===== config.mk =====
export PLATFORM = sky130hd
export DESIGN_NAME = fpu_cmp_sched
export DESIGN_NICKNAME = d
export VERILOG_FILES = /design/src/rtl/fpu_cmp_sched.sv
export SDC_FILE = /design/constraint.sdc
export NUM_CORES = 1
export LEC_CHECK = 0
export BUFFER_PORTS_ARGS = -buffer_cell sky130_fd_sc_hd__buf_2
export CAP_MARGIN = 20
export CORE_UTILIZATION = 37
export CTS_CLUSTER_SIZE = 30
export DETAILED_ROUTE_END_ITERATION = 6
export GPL_TIMING_DRIVEN = 0
export PLACE_DENSITY = 0.78
export SLEW_MARGIN = 25
export SYNTH_ARGS = -nofsm -noshare
export SYNTH_HDL_FRONTEND = slang
export SYNTH_SLANG_ARGS = --single-unit

===== constraint.sdc =====
create_clock -name clk_i -period 3.25 [get_ports clk_i]
set_input_delay 0.1625 -clock clk_i [delete_from_list [all_inputs] [get_ports clk_i]]
set_output_delay 0.1625 -clock clk_i [all_outputs]
set_load 0.01 [all_outputs]

===== src/rtl/fpu_cmp_sched.sv =====
// fpu_cmp_sched: round-robin scheduler sharing one bfloat16 comparator
// (EQ/LT/LE) between NUM_REQ requesters. The result is registered once and
// tagged with the requester ID. The response drains over a valid/ready channel.
// Optional feature macro: FPU_CMP_NAN_EN (NaN operands report err, rd=0).
module fpu_cmp_sched #(
  parameter int unsigned NUM_REQ = 4,
  parameter int unsigned IDW     = $clog2(NUM_REQ)
) (
  input  logic                    clk_i,
  input  logic                    rst_ni,
  input  logic [NUM_REQ-1:0]      req_valid_i,
  output logic [NUM_REQ-1:0]      req_ready_o,
  input  logic [NUM_REQ*16-1:0]   req_rs1_i,
  input  logic [NUM_REQ*16-1:0]   req_rs2_i,
  input  logic [NUM_REQ*2-1:0]    req_mode_i,
  output logic                    rsp_valid_o,
  input  logic                    rsp_ready_i,
  output logic [IDW-1:0]          rsp_id_o,
  output logic                    rsp_rd_o,
  output logic                    rsp_err_o
);

  localparam int unsigned OPW   = 16;
  localparam int unsigned MODEW = 2;
  localparam int unsigned MAGW  = 15;
  localparam int unsigned EXPW  = 8;
  localparam int unsigned MANW  = 7;

  typedef enum logic [MODEW-1:0] {
    MODE_LE  = 2'b00,
    MODE_LT  = 2'b01,
    MODE_EQ  = 2'b10,
    MODE_ILL = 2'b11
  } cmp_mode_e;

  typedef struct packed {
    logic [IDW-1:0] id;
    logic           rd;
    logic           err;
  } rsp_t;

  logic [OPW-1:0]   rs1_a  [NUM_REQ];
  logic [OPW-1:0]   rs2_a  [NUM_REQ];
  logic [MODEW-1:0] mode_a [NUM_REQ];

  logic           can_accept;
  logic           gnt_found;
  logic [IDW-1:0] gnt_idx;
  logic [IDW-1:0] cand_idx;
  logic [IDW-1:0] ptr_q;

  logic [OPW-1:0] op_a;
  logic [OPW-1:0] op_b;
  cmp_mode_e      sel_mode;
  logic [1:0]     sgn;
  logic           mag_lt;
  logic           bits_eq;
  logic           cmp_rd;
  logic           cmp_err;

  rsp_t           rsp_q;
  logic           rsp_valid_q;

  // Unpack the flat per-requester operand buses into arrays
  for (genvar i = 0; i < NUM_REQ; i++) begin : g_unpack
    assign rs1_a[i]  = req_rs1_i[i*OPW +: OPW];
    assign rs2_a[i]  = req_rs2_i[i*OPW +: OPW];
    assign mode_a[i] = req_mode_i[i*MODEW +: MODEW];
  end

  // Round-robin arbiter: first valid requester at or after the pointer
  always_comb begin
    can_accept = rst_ni && (!rsp_valid_q || rsp_ready_i);
    gnt_found  = 1'b0;
    gnt_idx    = '0;
    cand_idx   = '0;
    if (can_accept) begin
      for (int unsigned k = 0; k < NUM_REQ; k++) begin
        cand_idx = IDW'((32'(ptr_q) + k) % NUM_REQ);
        if (!gnt_found && req_valid_i[cand_idx]) begin
          gnt_found = 1'b1;
          gnt_idx   = cand_idx;
        end
      end
    end
  end

  // One-hot accept on the granted requester
  always_comb begin
    req_ready_o = '0;
    if (gnt_found) begin
      req_ready_o[gnt_idx] = 1'b1;
    end
  end

  // Shared comparator on the granted requester's operands
  always_comb begin
    op_a     = rs1_a[gnt_idx];
    op_b     = rs2_a[gnt_idx];
    sel_mode = cmp_mode_e'(mode_a[gnt_idx]);
    sgn      = {op_a[OPW-1], op_b[OPW-1]};
    bits_eq  = (op_a == op_b);
    mag_lt   = (op_a[MAGW-1:0] < op_b[MAGW-1:0]);
    cmp_rd   = 1'b0;
    cmp_err  = 1'b0;
    case (sel_mode)
      MODE_EQ: cmp_rd = bits_eq;
      MODE_LT: begin
        case (sgn)
          2'b00:   cmp_rd = mag_lt;
          2'b01:   cmp_rd = 1'b0;
          2'b10:   cmp_rd = 1'b1;
          default: cmp_rd = !(mag_lt || bits_eq);
        endcase
      end
      MODE_LE: begin
        case (sgn)
          2'b00:   cmp_rd = mag_lt || bits_eq;
          2'b01:   cmp_rd = 1'b0;
          2'b10:   cmp_rd = 1'b1;
          default: cmp_rd = !mag_lt;
        endcase
      end
      default: begin
        cmp_rd  = 1'b0;
        cmp_err = 1'b1;
      end
    endcase
`ifdef FPU_CMP_NAN_EN
    if ((sel_mode != MODE_ILL) &&
        (((op_a[MAGW-1:MANW] == {EXPW{1'b1}}) && (op_a[MANW-1:0] != '0)) ||
         ((op_b[MAGW-1:MANW] == {EXPW{1'b1}}) && (op_b[MANW-1:0] != '0)))) begin
      cmp_rd  = 1'b0;
      cmp_err = 1'b1;
    end
`endif
  end

  // Round-robin pointer: moves past the granted requester, held otherwise
  always_ff @(posedge clk_i) begin
    if (!rst_ni) begin
      ptr_q <= '0;
    end else if (gnt_found) begin
      if (gnt_idx == IDW'(NUM_REQ - 1)) begin
        ptr_q <= '0;
      end else begin
        ptr_q <= gnt_idx + IDW'(1);
      end
    end
  end

  // Output stage: load on grant (replacing a draining result), clear on drain
  always_ff @(posedge clk_i) begin
    if (!rst_ni) begin
      rsp_valid_q <= 1'b0;
      rsp_q       <= '0;
    end else if (gnt_found) begin
      rsp_valid_q <= 1'b1;
      rsp_q.id    <= gnt_idx;
      rsp_q.rd    <= cmp_rd;
      rsp_q.err   <= cmp_err;
    end else if (rsp_ready_i) begin
      rsp_valid_q <= 1'b0;
    end
  end

  assign rsp_valid_o = rsp_valid_q;
  assign rsp_id_o    = rsp_q.id;
  assign rsp_rd_o    = rsp_q.rd;
  assign rsp_err_o   = rsp_q.err;

endmodule


# After elaboration in Yosys (flattened, before gate mapping)
# Cells that the tools add are included.
[classes] addsub=4 n_lt_le_gt_ge=8 n_eq_ne=6 mux=40 n_bitwise=1 reduce_logical=17
[op_table] op="$bmux 16 s2" count=2
[op_table] op="$mux 16" count=4
[op_table] op="$eq 16x16->1" count=1
[op_table] op="$mux 1" count=16
[op_table] op="$mux 2" count=8
[op_table] op="$lt 15x15->1" count=1
[op_table] op="$lt 2x3->1 const B" count=5
[op_table] op="$pmux 1 s3" count=3
[op_table] op="$bmux 1 s2" count=4
[op_table] op="$eq 2x2->1 const B" count=3
[op_table] op="$logic_not 1->1" count=6
[op_table] op="$logic_and 1x1->1" count=5
[op_table] op="$add 2x1->2 const B" count=2
[op_table] op="$add 2x2->2 const B" count=2
[op_table] op="$bmux 2 s2" count=1
[op_table] op="$eq 2x1->1 const B" count=2
[op_table] op="$logic_not 2->1" count=2
[op_table] op="$mux 4" count=1
[op_table] op="$ge 3x3->1 const B" count=1
[op_table] op="$not 2->3" count=1
[op_table] op="$reduce_or 3->1" count=1
[op_table] op="$demux 1 s2" count=1
[op_table] op="$ge 2x1->1 const B" count=1
[op_table] op="$logic_or 1x1->1" count=2
[op_table] op="$reduce_bool 2->1" count=1
[word_totals] register_bits=7 in_bits=143 output_inout_bits=9 wordCells=81

# Longest topological paths before layout
# Gate-level depths: netlist of run 1.
[logic_depth] depth_word=25 mapped_depth=17

# Worst setup path before layout of run 1
# Ideal clock, no wire load.
[synth_timing] path_kind="register -> register" startpoint="reg ptr_q[1]" endpoint="reg rsp_q, in the netlist rsp_rd_o" t_arrival_ns=3.173 t_required_ns=3.176 setup_slack_ns=0.003 stages_incl_launch_ff=16 synth_period_minus_slack_ns=3.247 path_cell_list="dfxtp_1 -> nand4bb_1 -> a21oi_1 -> a311oi_2 -> buf_4 -> buf_2 -> mux2_2 -> o21ai_1 -> ha_1 -> a211oi_1 -> nor2_1 -> nor3_1 -> o31a_1 -> o31ai_1 -> or3_1 -> a31oi_1"
[synth_via] elab_chain_len=25 word_cells_on_any_way=54
[synth_lines] element="start, declared" line_no="50" rtl="logic [IDW-1:0] ptr_q;"
[synth_lines] element="start signal, assigned" line_no="147" rtl="ptr_q <= gnt_idx + IDW'(1);"
[synth_lines] element="$bmux 1 s2" line_no="80" rtl="if (!gnt_found && req_valid_i[cand_idx]) begin"
[synth_lines] element="$mux 1 (implied by the code)" line_no="80"
[synth_lines] element="$mux 1" line_no="80"
[synth_lines] element="$mux 1" line_no="77" rtl="if (can_accept) begin"
[synth_lines] element="$logic_not 1->1" line_no="80"
[synth_lines] element="$logic_and 1x1->1" line_no="80"
[synth_lines] element="$mux 1" line_no="80"
[synth_lines] element="$mux 1" line_no="77"
[synth_lines] element="(+8 left out)"
[synth_lines] element="$not 2->3 (implied by the code)" line_no="98, 99, 100"
[synth_lines] element="$bmux 16 s2, on equally long branches" line_no="98, 99"
[synth_lines] element="$mux 16, on equally long branches (2 in series)" line_no="98, 99"
[synth_lines] element="$lt 15x15->1 / $eq 16x16->1 (equally long branches)" line_no="103, 102"
[synth_lines] element="$logic_or 1x1->1" line_no="113, 118"
[synth_lines] element="$logic_not 1->1" line_no="113" rtl="default: cmp_rd = !(mag_lt || bits_eq);"
[synth_lines] element="$pmux 1 s3" line_no="109" rtl="case (sgn)"
[synth_lines] element="$pmux 1 s3" line_no="106" rtl="case (sel_mode)"
[synth_lines] element="end, declared" line_no="61" rtl="rsp_t rsp_q;"
# Parallel ways exist; a longest one is shown, timed or not. The select of a mux whose other input is x is not followed.
# A chain may end at the register's enable or synchronous reset.

# Worst setup path in the final report of run 1
# Same ends and word-level chain as after synthesis.

==> run summary, run 1 <==
In the finished design, the share of the clock period the worst path needs comes to 1.04. The top achievable clock speed is between 200 and 300 MHz. The number of CTS-inserted buffers is 3. Setup repair after global routing could not meet its margin everywhere. For this run, the total global-route usage over all layers was measured as 0.257. Clock latency on the worst-skew pair, taken at its later pin, is 0.24 ns. The standard-cell row count came out at 26. Entering global routing, the biggest net connects 12 pins.

Ranked by total cell area, the synthesized netlist is headed by sky130_fd_sc_hd__mux2i_1 21%, sky130_fd_sc_hd__ha_1 14%, sky130_fd_sc_hd__mux2_2 8.5%. The number of warning messages in the yosys log is 0. The relative contribution of the clock network to total power is 0.155. The initial antenna violation count is 0. Headroom to the max-slew limit came out at 0.776. The width of the die came out at 75.2 um. The library cell with the highest instance count after synthesis is sky130_fd_sc_hd__mux2i_1. The vias per cell came out at ~5.3.

For this configuration, the core starts out at a cell density of 0.385. The count of filler cells inserted in the layout is between 400 and 500. The worst endpoint data arrival time came out at 3.53 ns. The worst-case IR drop observed on VDD is 0.237 mV. After synthesis, the most frequently instantiated cells are 41 x sky130_fd_sc_hd__mux2i_1, 25 x sky130_fd_sc_hd__a21oi_1, 25 x sky130_fd_sc_hd__nand2_1, 22 x sky130_fd_sc_hd__ha_1, 17 x sky130_fd_sc_hd__nor2b_1. Yosys mapped a number of flops with a built-in enable equal to 0. The number of buffers inserted by hold repair at cts is 0. The post-synthesis instance area came out at ~0.002 mm2. The final-stage net count is 607. Of the cells placed in the final design, the portion with a size suffix greater than 1 is 0.540. The checks that failed: negative setup slack. The most used flip-flop cell after synthesis is sky130_fd_sc_hd__dfxtp_1. The worst hold path belongs to the class in -> reg. The final number of max-transition violations came out at 0. The number of input and output port buffers inserted is 151. The utilization of the core after routing is 0.657.

The worst setup path is captured at a flip-flop. The net switching component of the power came out at 0.000340 W. The total DRC errors in the routed layout came out at 0. The largest total area in the synthesized netlist belongs to sky130_fd_sc_hd__mux2i_1. The worst-case clock buffer depth is 2. Max-cap violations in this run came to 0. The estimated wirelength of the detail-placed design came out at 5.64 mm. The net count after synthesis is 423.

The clock transition at the registers of the reported paths is 0.05 ns. The worst slack at placement came out at -0.556 ns. Synthesis inferred 7 register bits.

The number of failing hold endpoints at the final stage came out at 0. The proportion of netlist area held by the largest area contributor came out at 0.207. The total negative setup slack is -0.126 ns.

The initial DRC count came out at 96. Global routing finished with a remaining overflow of 0. The CTS H-tree depth is 1. The sum of routed wire length over all layers is 7.62 mm. Once routing completed, OpenROAD measured the worst setup slack at -0.126 ns. The setup violation total in the final timing report came out at 1.

For this design the static power due to leakage is around 1.6 nW. The share of total power consumed by net switching came out at 0.402. The setup clock skew after layout is 0.00369 ns. The final period demand of the worst path came out at 3.38 ns. The global-route wire length before repair is 11.1 mm. The standard cell core area came out at between 0.005 and 0.006 mm2. The number of iterations in the first detailed-routing pass is 4. The TritonCTS clock tree is done. The required arrival time at the worst endpoint came out at 3.41 ns. The number of global-route vias before repair is 2,520. The post-synthesis async set-or-reset flop share is 0. At the end of routability-driven placement, the weighted congestion stood at 0.911. The run finished, with violations left. After layout, the design draws a total of ~0.00085 W. The worst hold margin came out at 0.218 ns. The per-instance average area after synthesis is about 7.7 um2.

The fraction of the yosys area taken by sequential cells is 0.0708. The sequential fraction of design power is 0.122. The instance count of the mapped netlist came out at between 200 and 300. The netlist uses 41 different library cells. The internal power contribution came out at 0.000506 W.

In this run the worst path has a maximum fanout of 7. The power density over the cells is between 200 and 300 mW/mm2. The tree is rooted in a sky130_fd_sc_hd__clkbuf_8. The power share of the combinational group came out at 0.723. The kind of launch point of the worst setup path is a flip-flop.

The overall die height is approximately 75 um. After detailed routing, the average wire length per cell comes to between 10 and 15 um. The actual transition at the worst max-transition pin came out at 0.334 ns. The total die area is 0.00565 mm2. The area growth from synthesis to final layout is 70.6%. The critical path in this run is classified as reg -> reg.

The clock sink count came out at 7. 152 I/O pins were placed. Once detail routing completed, the nets flagged for antenna violations numbered 0.

The via count is around 2.7k.
## worst max-delay path, cell delays in order, from the launching register on
cell,delay [ns]
sky130_fd_sc_hd__dfxtp_4,0.34
sky130_fd_sc_hd__nand4bb_4,0.23
sky130_fd_sc_hd__a311oi_4,0.40
sky130_fd_sc_hd__buf_6,0.19
sky130_fd_sc_hd__buf_12,0.13
sky130_fd_sc_hd__buf_12,0.12
sky130_fd_sc_hd__buf_4,0.10
sky130_fd_sc_hd__mux2i_1,0.21
sky130_fd_sc_hd__a21oi_1,0.11
sky130_fd_sc_hd__ha_1,0.21
sky130_fd_sc_hd__a211oi_2,0.21
sky130_fd_sc_hd__nor2_1,0.07
sky130_fd_sc_hd__nor3_1,0.21
sky130_fd_sc_hd__o31a_1,0.21
sky130_fd_sc_hd__o31ai_1,0.07
sky130_fd_sc_hd__or3_1,0.31
sky130_fd_sc_hd__a31oi_1,0.18
## through the flow
stage	area (um2)	std cells
detailed placement	2820	479
finish	3380	512
CTS	3310	509
floorplan	1980	258
global placement	2820	479
global route	3380	511
## power groups by stage
| stage | Clock [W] | Sequential [W] | Combinational, W |
|---|---|---|---|
| after detailed placement | 0 | 0.000104 | 0.000475 |
| after global routing | 0.000136 | 0.000104 | 0.000671 |
| after floorplan | 0 | 0.000106 | 0.000303 |
| after CTS | 0.000129 | 0.000103 | 0.000578 |
| final | 0.000131 | 0.000103 | 0.000611 |
| after global placement | 0 | 0.000104 | 0.000463 |
## flip-flops by register name (all words and copies together) (netlist names)
| register | cells |
|---|---|
| ptr_q | 2 |
| rsp_err_o | 1 |
| rsp_id_o | 2 |
| rsp_valid_o | 1 |
| rsp_rd_o | 1 |
## per-layer routing
| layer | vias to the layer above | GRT usage | wire length [um] |
|---|---|---|---|
| met4 | 0 | 0.0967 | 183 |
| li1 | 1323 | - | - |
| met1 | 1239 | 0.284 | 2980 |
| met2 | 122 | 0.491 | 3900 |
| met5 | - | 0 | 0 |
| met3 | 20 | 0.0388 | 557 |
## path summary, 6_finish.rpt
check	start	to	slack, ns	cells after the start
setup / recovery	ptr_q[1]$_SDFFE_PN0P_	rsp_rd_o$_SDFFE_PN0P_	-0.13	16
hold / removal	rsp_ready_i	rsp_valid_o$_SDFFE_PN0P_	0.22	3
setup reg to reg	ptr_q[1]$_SDFFE_PN0P_	rsp_rd_o$_SDFFE_PN0P_	-0.13	16
hold reg to reg	rsp_id_o[1]$_SDFFE_PN0P_	rsp_id_o[1]$_SDFFE_PN0P_	0.46	2
## final cells by class
cell class              count  area, um2  area share
clock buffers               4       45.0      0.0133
flip-flops and latches      7        148      0.0437
repair buffers            179       1000       0.297
plain buffers              18        226      0.0670
diodes                      1       2.50    0.000740
well taps                  70       87.6      0.0259
multi-input cells         224       1830       0.543
inverters                   9       33.8      0.0100
## cells by family after synthesis
family	Yosys count	share of synthesized area
adder cells (fa/ha/maj)	22	0.139
buffers and inverters	27	0.0752
multiplexers	56	0.292
AND/OR/NAND/NOR	75	0.200
AO/OA/AOI/OAI	71	0.222
flip-flops	7	0.0707
## layout by cell type (no fill, tap or decap), types with 3 or more instances in the layout
master,synthesis,routed
sky130_fd_sc_hd__dfxtp_1,7,5
sky130_fd_sc_hd__buf_2,2,151
sky130_fd_sc_hd__a21oi_1,25,20
sky130_fd_sc_hd__inv_1,8,8
sky130_fd_sc_hd__nor2b_1,17,17
sky130_fd_sc_hd__ha_1,22,21
sky130_fd_sc_hd__buf_12,0,3
sky130_fd_sc_hd__nand4_1,3,3
sky130_fd_sc_hd__nor2_1,6,5
sky130_fd_sc_hd__a21oi_2,0,4
sky130_fd_sc_hd__nor3_1,4,4
sky130_fd_sc_hd__buf_6,4,3
sky130_fd_sc_hd__nand2_1,25,25
sky130_fd_sc_hd__clkbuf_4,0,4
sky130_fd_sc_hd__and2_1,5,4
sky130_fd_sc_hd__nand3_1,4,4
sky130_fd_sc_hd__buf_4,4,26
sky130_fd_sc_hd__a211oi_1,16,14
sky130_fd_sc_hd__o21ai_2,0,4
sky130_fd_sc_hd__o21ai_1,15,13
sky130_fd_sc_hd__mux2i_1,41,41
sky130_fd_sc_hd__buf_8,0,4
sky130_fd_sc_hd__mux2_2,15,14
sky130_fd_sc_hd__clkbuf_8,0,5
## repair_timing
item / CTS / global route
endpoints found under the hold margin: 0 / 0
pin swaps: 18 / 10
gates cloned: 1 / 0
buffers inserted: 25 / 2
resized for setup: 54 / 11
endpoints found under the setup margin: 1 / 1
Note: power is estimated with default switching activity, not from simulation.
==> run 2, diff against run 1 <==
--- a/config.mk
+++ b/config.mk
@@ -5,7 +5,7 @@
 export SDC_FILE = /design/constraint.sdc
 export NUM_CORES = 1
 export LEC_CHECK = 0
-export BUFFER_PORTS_ARGS = -buffer_cell sky130_fd_sc_hd__buf_2
+export BUFFER_PORTS_ARGS = -buffer_cell sky130_fd_sc_hd__clkbuf_2
 export CAP_MARGIN = 20
 export CORE_UTILIZATION = 37
 export CTS_CLUSTER_SIZE = 30
==> run summary, run 2 (synthesis gave the netlist of run 1 again) <==
Among the stages of the critical path, the cell type that occurs most often is sky130_fd_sc_hd__buf_12. The power density over the cells is 252 mW/mm2 (+0.68%). The standard cell core area is 0.00514 mm2 (unchanged). The actual transition at the worst max-transition pin was 0.353 ns (+0.0191 ns). The share of total power consumed by net switching came out at 0.400 (-0.00167). The top achievable clock speed is 301 MHz (+1.6%).

The via count is 2,616 (-3.3%). The kind of capture point of the worst setup path is a flip-flop. The total DRC errors in the routed layout is 0 (unchanged). The setup clock skew after layout came to 0.00148 ns (-0.00221 ns).

The maximum VDD drop was 0.219 mV (-7.3%). TritonCTS built the clock tree. STA classifies the critical path startpoint as a flip-flop. The met1 usage in global routing came out at 0.266 (-0.0184). The clock sink count came out at 7 (unchanged). The utilization of the core after routing was 0.639 (-0.0190). The net switching component of the power is 0.000331 W (-2.6%). The clock transition at the registers of the reported paths came to 0.04 ns (about the same). The post-route worst setup slack came out at -0.0736 ns (+0.0525 ns). The average wire per cell in the routed design came to 14.5 um (-2.7%). The final standard cell area without fillers is 0.00328 mm2 (-2.9%). The required arrival time at the worst endpoint is 3.40 ns (about the same).

Leaving out fill and tap cells, the most frequent cells in the layout are 152 x sky130_fd_sc_hd__clkbuf_2, 39 x sky130_fd_sc_hd__mux2i_1, 25 x sky130_fd_sc_hd__nand2_1. The pin count of the biggest net entering global routing is 12 (unchanged). The worst hold margin is 0.224 ns (+0.00564 ns). The met2 usage came out at 0.449 (-0.0420). The number of max-cap violations is 0 (unchanged).

The setup violation total in the final timing report is 1 (unchanged). The global-route wire length before repair was 10.1 mm (-8.2%). The total die area is 0.00565 mm2 (unchanged). The final period demand of the worst path came out at 3.32 ns (-0.0525 ns). On the critical path the largest part of the delay comes from simple AND/OR/NAND/NOR gates.

The buffering stage count on the worst path with inverters included came out at 4 (unchanged). The final antenna-violating net count came out at 0 (unchanged). The critical path goes through nand4bb_4 > a311oi_4 > buf_6 > buf_12 > buf_12 > mux2i_1 > a21oi_1 > ha_1 > nand4_1 > buf_4 > nor4_2 > nand2_1 > nor2_1 > a22oi_1 > a31oi_1. The total track usage is 0.233 (-0.0237). Clock tree synthesis selected as its root buffer the cell sky130_fd_sc_hd__clkbuf_8. The internal power contribution is 0.000496 W (-2.0%). The instance area after placement came to 0.00282 mm2 (unchanged).

The checks that failed: negative setup slack. The number of failing hold endpoints at the final stage is 0 (unchanged). The number of global-route vias before repair came out at 2,298 (-8.8%). The vias per cell is 5.19 (-1.7%).

The critical path class is reg -> reg. The overall die height came to 75.2 um (unchanged). The flow ran to the end, but the final reports show violations. The portion of the clock cycle consumed by the worst path in the final layout was 1.02 (-0.0162). The total global routing overflow came out at 0 (unchanged). The number of primary I/O pins is 152 (unchanged). The final estimated routing congestion in global placement came out at 0.910 (-0.14%). The clock latency on the worst-skew pair is 0.23 ns (about the same).

The initial DRC count is 71 (-26%). The maximum net fanout on the critical path is 8 (+1). The initial core utilization is 0.385 (unchanged). The final number of max-transition violations is 0 (unchanged).

The worst-case clock buffer depth is 2 (unchanged). The fraction of met3 tracks used by global routing is 0.0268 (-0.0120). The largest individual stage delay along the critical path comes from the cell sky130_fd_sc_hd__a311oi_4. The path type of the worst min-delay path is in -> reg.

The largest stage delay on the critical path came out at 0.40 ns (about the same). The fraction of layout instances using a drive strength above 1 came to 0.535 (-0.00512). The standard-cell row count came out at 26 (unchanged).

The number of iterations in the first detailed-routing pass came out at 4 (unchanged). The global routing stage identified its most utilized layer as met2. Setup repair after global routing could not meet its margin everywhere.

The CTS H-tree depth came out at 1 (unchanged). The worst slack at placement came out at -0.529 ns (+0.0265 ns). Leaving out fill and tap cells, the most frequent cell in the layout is sky130_fd_sc_hd__clkbuf_2. The sum of routed wire length over all layers was 7.30 mm (-4.2%). The initial antenna violation count came out at 0 (unchanged). The relative contribution of the clock network to total power came out at 0.155 (about the same). The estimated wirelength of the detail-placed design is 5.63 mm (about the same). The worst endpoint data arrival time was 3.48 ns (-0.05 ns). The leakage power came out at 1.58 nW (-2.0%). The width of the die came out at 75.2 um (unchanged).

The sequential fraction of design power came out at 0.125 (+0.003). The power share of the combinational group is 0.720 (-0.003). The area growth from synthesis to layout is 65.7%.

The number of buffers inserted by hold repair at cts is 0 (unchanged). The final-stage net count came to 600 (-1.2%). The number of diodes added for antenna fixing came out at 0 (-1). The worst-case headroom to the max-slew limit came to 0.764 (-0.0113). The number of input and output port buffers inserted came out at 151 (unchanged). The number of CTS-inserted buffers is 3 (unchanged).
[run 2: changes by cell type in the layout (fill, tap and decap cells not counted), sizes merged]
| cell | change |
|---|---|
| bufbuf | -1 |
| diode | -1 |
| clkbuf | +148 |
| buf | -154 |
[run 2: worst paths after layout]
path	to	slack, ns	from	cells past startpoint
worst min-delay path	rsp_valid_o$_SDFFE_PN0P_	0.22	rsp_ready_i	3
worst max-delay path	rsp_rd_o$_SDFFE_PN0P_	-0.07	ptr_q[1]$_SDFFE_PN0P_	15
worst min register to register	rsp_id_o[1]$_SDFFE_PN0P_	0.47	rsp_id_o[1]$_SDFFE_PN0P_	2
worst max register to register	rsp_rd_o$_SDFFE_PN0P_	-0.07	ptr_q[1]$_SDFFE_PN0P_	15
[run 2: layout make-up]
cell class | instances | area, um2
plain buffers | 16 | 200
clock buffers | 4 | 45.0
fillers | 456 | 1860
inverters | 9 | 33.8
multi-input cells | 224 | 1810
flip-flops and latches | 7 | 148
well taps | 70 | 87.6
repair buffers | 174 | 960
[run 2: power groups by stage]
stage          logic (W)  registers (W)  clock network (W)
2_1_floorplan   0.000303       0.000106                  0
3_3_place_gp    0.000464       0.000104                  0
3_5_place_dp    0.000474       0.000104                  0
4_1_cts         0.000542       0.000104           0.000127
5_1_grt         0.000654       0.000104           0.000131
6_report        0.000595       0.000103           0.000128
[run 2: stage by stage]
stage	instances	total power, W	TNS, ns
finish	504	0.000827	-0.0736
global route	504	0.000889	-0.266
CTS	494	0.000773	-0.0101
detailed placement	479	0.000578	-0.529
global placement	479	0.000568	-0.503
floorplan	258	0.000409	0
[run 2: worst register-to-register path, delay by kind of cell, from the launching register on]
kind                     cells  cell delay (ns)
AO/OA/AOI/OAI                4             0.77
AND/OR/NAND/NOR              5             0.96
adder cells (fa/ha/maj)      1             0.37
multiplexers                 1             0.18
buffers and inverters        4             0.63
flip-flops                   1             0.35
[run 2: metal layers]
layer,vias up,share of wire
met5,-,0
met4,0,0.028
met3,21,0.057
met2,105,0.50
met1,1177,0.41
li1,1313,-
[run 2: repair_timing]
action	in CTS	in global routing
buffers inserted	10	11
gates cloned	1	1
pin swaps	15	15
gates resized for setup	45	18
setup endpoints to repair	1	1
